## src/rtl/out_uart_tx.sv

```systemverilog
// out_uart_tx: watches the core's 8-bit debug output, queues every new byte
// in a small circular FIFO and sends it as an 8N1 UART frame on tx_o.
// A byte is queued whenever data_i differs from the previous cycle's value
// or force_i is high. The line idles high.
// Optional build macro UART_PARITY_EN: adds an even-parity bit between the
// data bits and the stop bit (8E1 framing).
module out_uart_tx #(
    parameter int CLKS_PER_BIT = 16,
    parameter int FIFO_DEPTH   = 4
) (
    input  logic                        clk_i,
    input  logic                        rst_i,
    input  logic [7:0]                  data_i,
    input  logic                        force_i,
    input  logic                        clear_i,
    output logic                        tx_o,
    output logic                        busy_o,
    output logic [$clog2(FIFO_DEPTH):0] fifo_level_o,
    output logic                        overflow_o
);

    localparam int PTR_W  = $clog2(FIFO_DEPTH);
    localparam int LVL_W  = PTR_W + 1;
    localparam int BAUD_W = $clog2(CLKS_PER_BIT);

    localparam logic [BAUD_W-1:0] BAUD_LAST = BAUD_W'(CLKS_PER_BIT - 1);
    localparam logic [LVL_W-1:0]  LVL_FULL  = LVL_W'(FIFO_DEPTH);

    typedef enum logic [2:0] {
        S_IDLE,
        S_START,
        S_DATA,
`ifdef UART_PARITY_EN
        S_PARITY,
`endif
        S_STOP
    } state_t;

    // Capture and queue state
    logic [7:0]       prev_q;
    logic [7:0]       mem [FIFO_DEPTH];
    logic [PTR_W-1:0] wr_ptr_q;
    logic [PTR_W-1:0] rd_ptr_q;
    logic [LVL_W-1:0] level_q;
    logic             overflow_q;
    logic             busy_q;

    // Transmitter state
    state_t           state_q, state_d;
    logic [BAUD_W-1:0] baud_q, baud_d;
    logic [2:0]       bit_q, bit_d;
    logic [7:0]       shift_q, shift_d;
    logic             tx_q, tx_d;
`ifdef UART_PARITY_EN
    logic             parity_q, parity_d;
`endif

    logic push;
    logic pop;
    logic full;
    logic wr_en;
    logic drop;
    logic baud_last;

    // A simultaneous pop frees a slot, so a push into a full FIFO still lands.
    assign push  = (data_i != prev_q) | force_i;
    assign pop   = (state_q == S_IDLE) && (level_q != '0);
    assign full  = (level_q == LVL_FULL);
    assign wr_en = push && (!full || pop);
    assign drop  = push && full && !pop;

    assign baud_last = (baud_q == BAUD_LAST);

    // Change detector, FIFO pointers/level, sticky overflow and busy flag.
    always_ff @(posedge clk_i or posedge rst_i) begin
        if (rst_i) begin
            prev_q     <= 8'h00;
            wr_ptr_q   <= '0;
            rd_ptr_q   <= '0;
            level_q    <= '0;
            overflow_q <= 1'b0;
            busy_q     <= 1'b0;
        end else begin
            // NOTE: sequential state uses non-blocking assignments so every
            // register samples the pre-edge values of the others.
            prev_q <= data_i;
            if (wr_en) begin
                wr_ptr_q <= wr_ptr_q + 1'b1;
            end
            if (pop) begin
                rd_ptr_q <= rd_ptr_q + 1'b1;
            end
            level_q <= level_q + LVL_W'(wr_en) - LVL_W'(pop);
            if (drop) begin
                overflow_q <= 1'b1;
            end else if (clear_i) begin
                overflow_q <= 1'b0;
            end
            busy_q <= (state_q != S_IDLE) || (level_q != '0);
        end
    end

    // FIFO storage array.
    always_ff @(posedge clk_i) begin
        // NOTE: the storage array has no reset; the level counter and pointers
        // already mark every entry invalid, so clearing the data is wasted logic.
        if (wr_en) begin
            mem[wr_ptr_q] <= data_i;
        end
    end

    // Transmitter next-state, counters, shift register and next line level.
    always_comb begin
        // NOTE: every variable gets a default first so no path leaves one
        // unassigned, which would otherwise infer a latch.
        state_d = state_q;
        baud_d  = baud_q;
        bit_d   = bit_q;
        shift_d = shift_q;
`ifdef UART_PARITY_EN
        parity_d = parity_q;
`endif

        case (state_q)
            S_IDLE: begin
                if (pop) begin
                    state_d = S_START;
                    shift_d = mem[rd_ptr_q];
                    baud_d  = '0;
`ifdef UART_PARITY_EN
                    parity_d = ^mem[rd_ptr_q];
`endif
                end
            end
            S_START: begin
                if (baud_last) begin
                    state_d = S_DATA;
                    baud_d  = '0;
                    bit_d   = 3'd0;
                end else begin
                    baud_d = baud_q + 1'b1;
                end
            end
            S_DATA: begin
                if (baud_last) begin
                    baud_d  = '0;
                    shift_d = shift_q >> 1;
                    if (bit_q == 3'd7) begin
`ifdef UART_PARITY_EN
                        state_d = S_PARITY;
`else
                        state_d = S_STOP;
`endif
                    end else begin
                        bit_d = bit_q + 1'b1;
                    end
                end else begin
                    baud_d = baud_q + 1'b1;
                end
            end
`ifdef UART_PARITY_EN
            S_PARITY: begin
                if (baud_last) begin
                    state_d = S_STOP;
                    baud_d  = '0;
                end else begin
                    baud_d = baud_q + 1'b1;
                end
            end
`endif
            S_STOP: begin
                if (baud_last) begin
                    state_d = S_IDLE;
                    baud_d  = '0;
                end else begin
                    baud_d = baud_q + 1'b1;
                end
            end
            default: begin
                state_d = S_IDLE;
                baud_d  = '0;
            end
        endcase

        // Line level is decided from the next state so tx_o comes straight
        // from a flop and changes on the same edge as the state.
        tx_d = 1'b1;
        case (state_d)
            S_START:  tx_d = 1'b0;
            S_DATA:   tx_d = shift_d[0];
`ifdef UART_PARITY_EN
            S_PARITY: tx_d = parity_q;
`endif
            default:  tx_d = 1'b1;
        endcase
    end

    // Transmitter state register.
    always_ff @(posedge clk_i or posedge rst_i) begin
        if (rst_i) begin
            state_q <= S_IDLE;
            baud_q  <= '0;
            bit_q   <= 3'd0;
            shift_q <= 8'h00;
            tx_q    <= 1'b1;
`ifdef UART_PARITY_EN
            parity_q <= 1'b0;
`endif
        end else begin
            state_q <= state_d;
            baud_q  <= baud_d;
            bit_q   <= bit_d;
            shift_q <= shift_d;
            tx_q    <= tx_d;
`ifdef UART_PARITY_EN
            parity_q <= parity_d;
`endif
        end
    end

    assign tx_o         = tx_q;
    assign busy_o       = busy_q;
    assign fifo_level_o = level_q;
    assign overflow_o   = overflow_q;

endmodule

```

## config.mk

```make
export PLATFORM = sky130hd
export DESIGN_NAME = out_uart_tx
export DESIGN_NICKNAME = d
export VERILOG_FILES = /design/src/rtl/out_uart_tx.sv
export SDC_FILE = /design/constraint.sdc
export NUM_CORES = 1
export LEC_CHECK = 0
export CORE_MARGIN = 4
export CORE_UTILIZATION = 40
export DETAILED_ROUTE_END_ITERATION = 12
export GPL_TIMING_DRIVEN = 0
export HOLD_SLACK_MARGIN = 0.05
export REMOVE_ABC_BUFFERS = 1
export SETUP_SLACK_MARGIN = 0.15
export SLEW_MARGIN = 15
export SYNTH_ARGS = -nofsm -noshare
export SYNTH_HDL_FRONTEND = slang
export SYNTH_SLANG_ARGS = --single-unit
```

## constraint.sdc

```tcl
create_clock -name clk_i -period 5.9 [get_ports clk_i]
set_clock_uncertainty 0.15 [all_clocks]
set_input_delay 1.18 -clock clk_i [delete_from_list [all_inputs] [get_ports clk_i]]
set_output_delay 1.18 -clock clk_i [all_outputs]
set_load 0.01 [all_outputs]
```

==> reports/metrics.csv <==
stage,metric,value,unit
synthesis,Post-synth top flop,dfrtp_1,
setup_path,Arrival @ worst endpoint,3740,ps
synthesis,"count leader, synth",dfrtp_1,
timing,Fmax,0.275,GHz
routing,drt total wl,4830,µm
routing,Via density,4.82,
timing,Final Hold Fails,0,
layout,area occupied by multi-input gates,953,µm²
synthesis,Synth area leaders,"edfxtp_1 33%, dfrtp_1 30%, mux4_2 6.2%",
grt,vias in the first global route,1613,
routing,post-route ant nets,0,
setup_path,R2R depth,10,
grt,initial antenna violation count,0,
timing,Fin Setup TNS,0,ps
layout,# diodes,0,
routing,Routed WL per cell,15.0,µm
placed_design,port bufs,17,
setup_path,Worst setup SP type,input pin,
worst_hold_path,hold path start,shift_q[2],
timing,fin crit period,3630,ps
placed_design,Detail Placement HPWL,3280,µm
synthesis,Post-Synth XOR/XNOR Area,3.93,%
synthesis,Post-Syn Area per Cell,14.5,µm²
setup_path,Crit path required time,6010,ps
synthesis,Compound-Gate Fraction of Synth Area,6.78,%
clock_network,Post-CTS Setup Inserts,0,
synthesis,Adder-Cell Fraction of Synth Area,4.58,%
synthesis,"EDFF count, synth",32,
setup_path,CP top delay family,buffers and inverters,
clock_network,number of CTS-inserted buffers,9,
power_and_ir_drop,sequential share of power,49.1,%
worst_hold_path,worst hold path endpoint,shift_q[1],
grt,first-pass GRT wire length,8180,µm
layout,fin util,48.8,%
power_and_ir_drop,Int Pwr,1.06,mW
setup_path,Critical R2R Capture,fifo_level_o[2],
layout,P&R area growth vs syn,16.4,%
power_and_ir_drop,Max VDD drop,0.291,mV
placed_design,DP Worst Slack,1890,ps
setup_path,CP Max Fanout,7,
layout,Filler Cell Count,625,
power_and_ir_drop,Lkg Pwr,1.34,nW
placed_design,RD Place Congestion,0.732,
timing,Slew headroom,60.7,%
synthesis,Synth Area in Simple Gates,9.59,%
layout,Layout Nets,244,
synthesis,post-synthesis mux area share,7.91,%
synthesis,main combinational cell family by area after synthesis,simple AND/OR/NAND/NOR gates,
clock_network,Post-CTS Hold Buffers,0,
grt,largest net degree at the start of global routing,29,
setup_path,critical path's slowest cell,clkdlybuf4s50_1,
power_and_ir_drop,Comb pwr share,25.2,%
worst_hold_path,Worst Hold Class,flip-flop to flip-flop,
clock_network,Clock Path Buffers,2,
setup_path,WP buf/inv,3,
timing,Worst Max-Slew Pin Slew,589,ps
synthesis,register bit total from synthesis,68,
timing,Worst Slack Setup Final,2270,ps
timing,hold_ws,329,ps
routing,DRC,0,
clock_network,CTS tree,done,
synthesis,top-area cell type share of the netlist area,33.2,%
outcome,outcome,completed,
routing,initial drt markers,55,
clock_network,htree depth,3,
synthesis,Yosys cell types,44,
clock_network,clock sink total,68,
flow_run,Max-cap violations,0,
grt,Tot GR Track Use,12.4,%
synthesis,Synth area leader,edfxtp_1,
setup_path,Crit. End Element,flip-flop,
power_and_ir_drop,Total Power,1.53,mW
synthesis,number of warnings issued by yosys,0,
grt,GRT Residual Overflow,0,
power_and_ir_drop,Sw Share,30.3,%
setup_path,CP Cell Sequence,"clkdlybuf4s50_1, xnor2_1, nand3_1, o41a_4, inv_1, ha_1, inv_1, ha_1, fa_1, xnor2_1, xnor2_1",
power_and_ir_drop,clock power share,25.7,%
worst_hold_path,WHS Path Cells,2,
timing,RSZ-0062 raised after global routing,false,
power_and_ir_drop,sw power,462,µW
die,row count,30,
setup_path,most frequent cell on the critical path,xnor2_1,
setup_path,Setup Crit Path Kind,input pin to flip-flop,
synthesis,Synth top cells by count,"35 x dfrtp_1, 32 x edfxtp_1, 19 x nand2_1",
setup_path,R2R Setup Slk,3080,ps
clock_network,Root Buffer,clkbuf_8,
layout,share of layout cells above drive strength 1,17.6,%
setup_path,origin of the critical flop-to-flop path,state_q[0],
synthesis,Post-Syn Area,2900,µm²
timing,max-slew violation count,0,
timing,period utilization,61.5,%
synthesis,asr flop ratio synth,52.9,%
timing,Final setup viols,0,
die,Die Span Y,93.1,µm
layout,Seq. cell area,1860,µm²
clock_network,Post-CTS Resized,0,
die,Core Footprint,6910,µm²
routing,DR vias,1557,
die,Chip Width,93.1,µm
clock_network,clock slew at reported path FFs,80,ps
synthesis,cells after synthesis,200,
die,Initial Util,41.9,%
die,Top Ports,18,
setup_path,slowest cell delay on critical path,600,ps
routing,TritonRoute pass-1 iters,4,
die,Die ar.,8660,µm²
power_and_ir_drop,PD cells,453,nW/µm²
clock_network,"Clk Latency, worst-skew pair",330,ps
synthesis,register area share after synthesis,64.3,%
-- metrics by stage --
step                      instance area, µm²  cells
after floorplan                         2850    193
after global placement                  3140    306
after detailed placement                3160    307
after CTS                               3370    323
after global routing                    3370    323
final                                   3370    323
-- cells by family (layout without fill, tap and decap cells) --
logic type	count (synthesis)	in the layout
compound gates	27	27
xor+xnor	13	13
fa+ha+maj	10	10
buf+inv	17	44
flops	68	68
mux	12	12
other cells	1	1
simple gates	52	52
-- final cells by class --
class / instances / share of cell area, %
well taps: 96 / 3.56
repair buffers: 18 / 5.64
clock buffers: 9 / 3.68
flip-flops and latches: 68 / 55.3
inverters: 10 / 1.11
clock inverters: 7 / 2.41
multi-input cells: 115 / 28.3
-- metal layers --
metal  wire [µm]  GRT usage, %  part of all wire, %  vias to the layer above
met1        2260          16.5                   47                      771
met4          19          3.91                 0.39                        0
met3         109          3.94                  2.3                        2
met5           0             0                    0                        -
li1            -             -                    -                      769
met2        2450          19.4                   51                       15
-- cells in the final DEF (no fill, tap or decap), types with 2 or more instances in the layout --
cell,synthesis,layout
xor2_1,2,2
dfrtp_1,35,35
nand2_1,19,19
edfxtp_1,32,32
clkdlybuf4s50_1,0,17
nor3_1,2,2
and2_1,4,4
a22oi_1,7,7
and2_2,4,4
o21ai_0,5,5
inv_1,10,9
nand3_1,4,4
nand4_1,4,4
a21oi_1,6,6
inv_6,0,3
clkinv_4,0,2
ha_1,9,9
mux2_2,3,3
nor2_1,6,6
clkbuf_8,0,9
mux4_2,8,8
a22o_1,2,2
xnor2_1,11,11
-- sequential cells by signal, indices dropped and copies added, names as in the netlist --
| signal | flops |
|---|---|
| mem | 32 |
| prev_q | 8 |
| shift_q | 8 |
| baud_q | 4 |
| bit_q | 3 |
| fifo_level_o | 3 |
| state_q | 3 |
| rd_ptr_q | 2 |
| wr_ptr_q | 2 |
| busy_o | 1 |
| overflow_o | 1 |
| tx_o | 1 |
-- power groups by stage --
stage	Combinational, mW	Clock [mW]	Sequential, mW
after floorplan	0.276	0	0.739
after global placement	0.388	0	0.753
after detailed placement	0.395	0	0.760
after CTS	0.395	0.401	0.751
after global routing	0.428	0.427	0.767
final	0.385	0.392	0.749
-- how the worst max path moves through the flow --
stage                     startpoint         endpoint  depth (start not counted)
after global placement     data_i[4]  fifo_level_o[2]                         11
after CTS                  data_i[4]  fifo_level_o[2]                         11
final                      data_i[4]  fifo_level_o[2]                         11
after global routing       data_i[4]  fifo_level_o[2]                         11
after detailed placement   data_i[4]  fifo_level_o[2]                         11
after floorplan            data_i[4]  fifo_level_o[2]                         10
-- worst register-to-register path, cell delays in order (launching register included) --
cell     delay (ps)
dfrtp_1         530
or3_1           450
nand3_1         180
o41a_4          230
inv_1            60
ha_1            270
inv_1            40
ha_1            180
fa_1            380
xnor2_1         170
xnor2_1         130
Power figures use the tool's default switching activity.
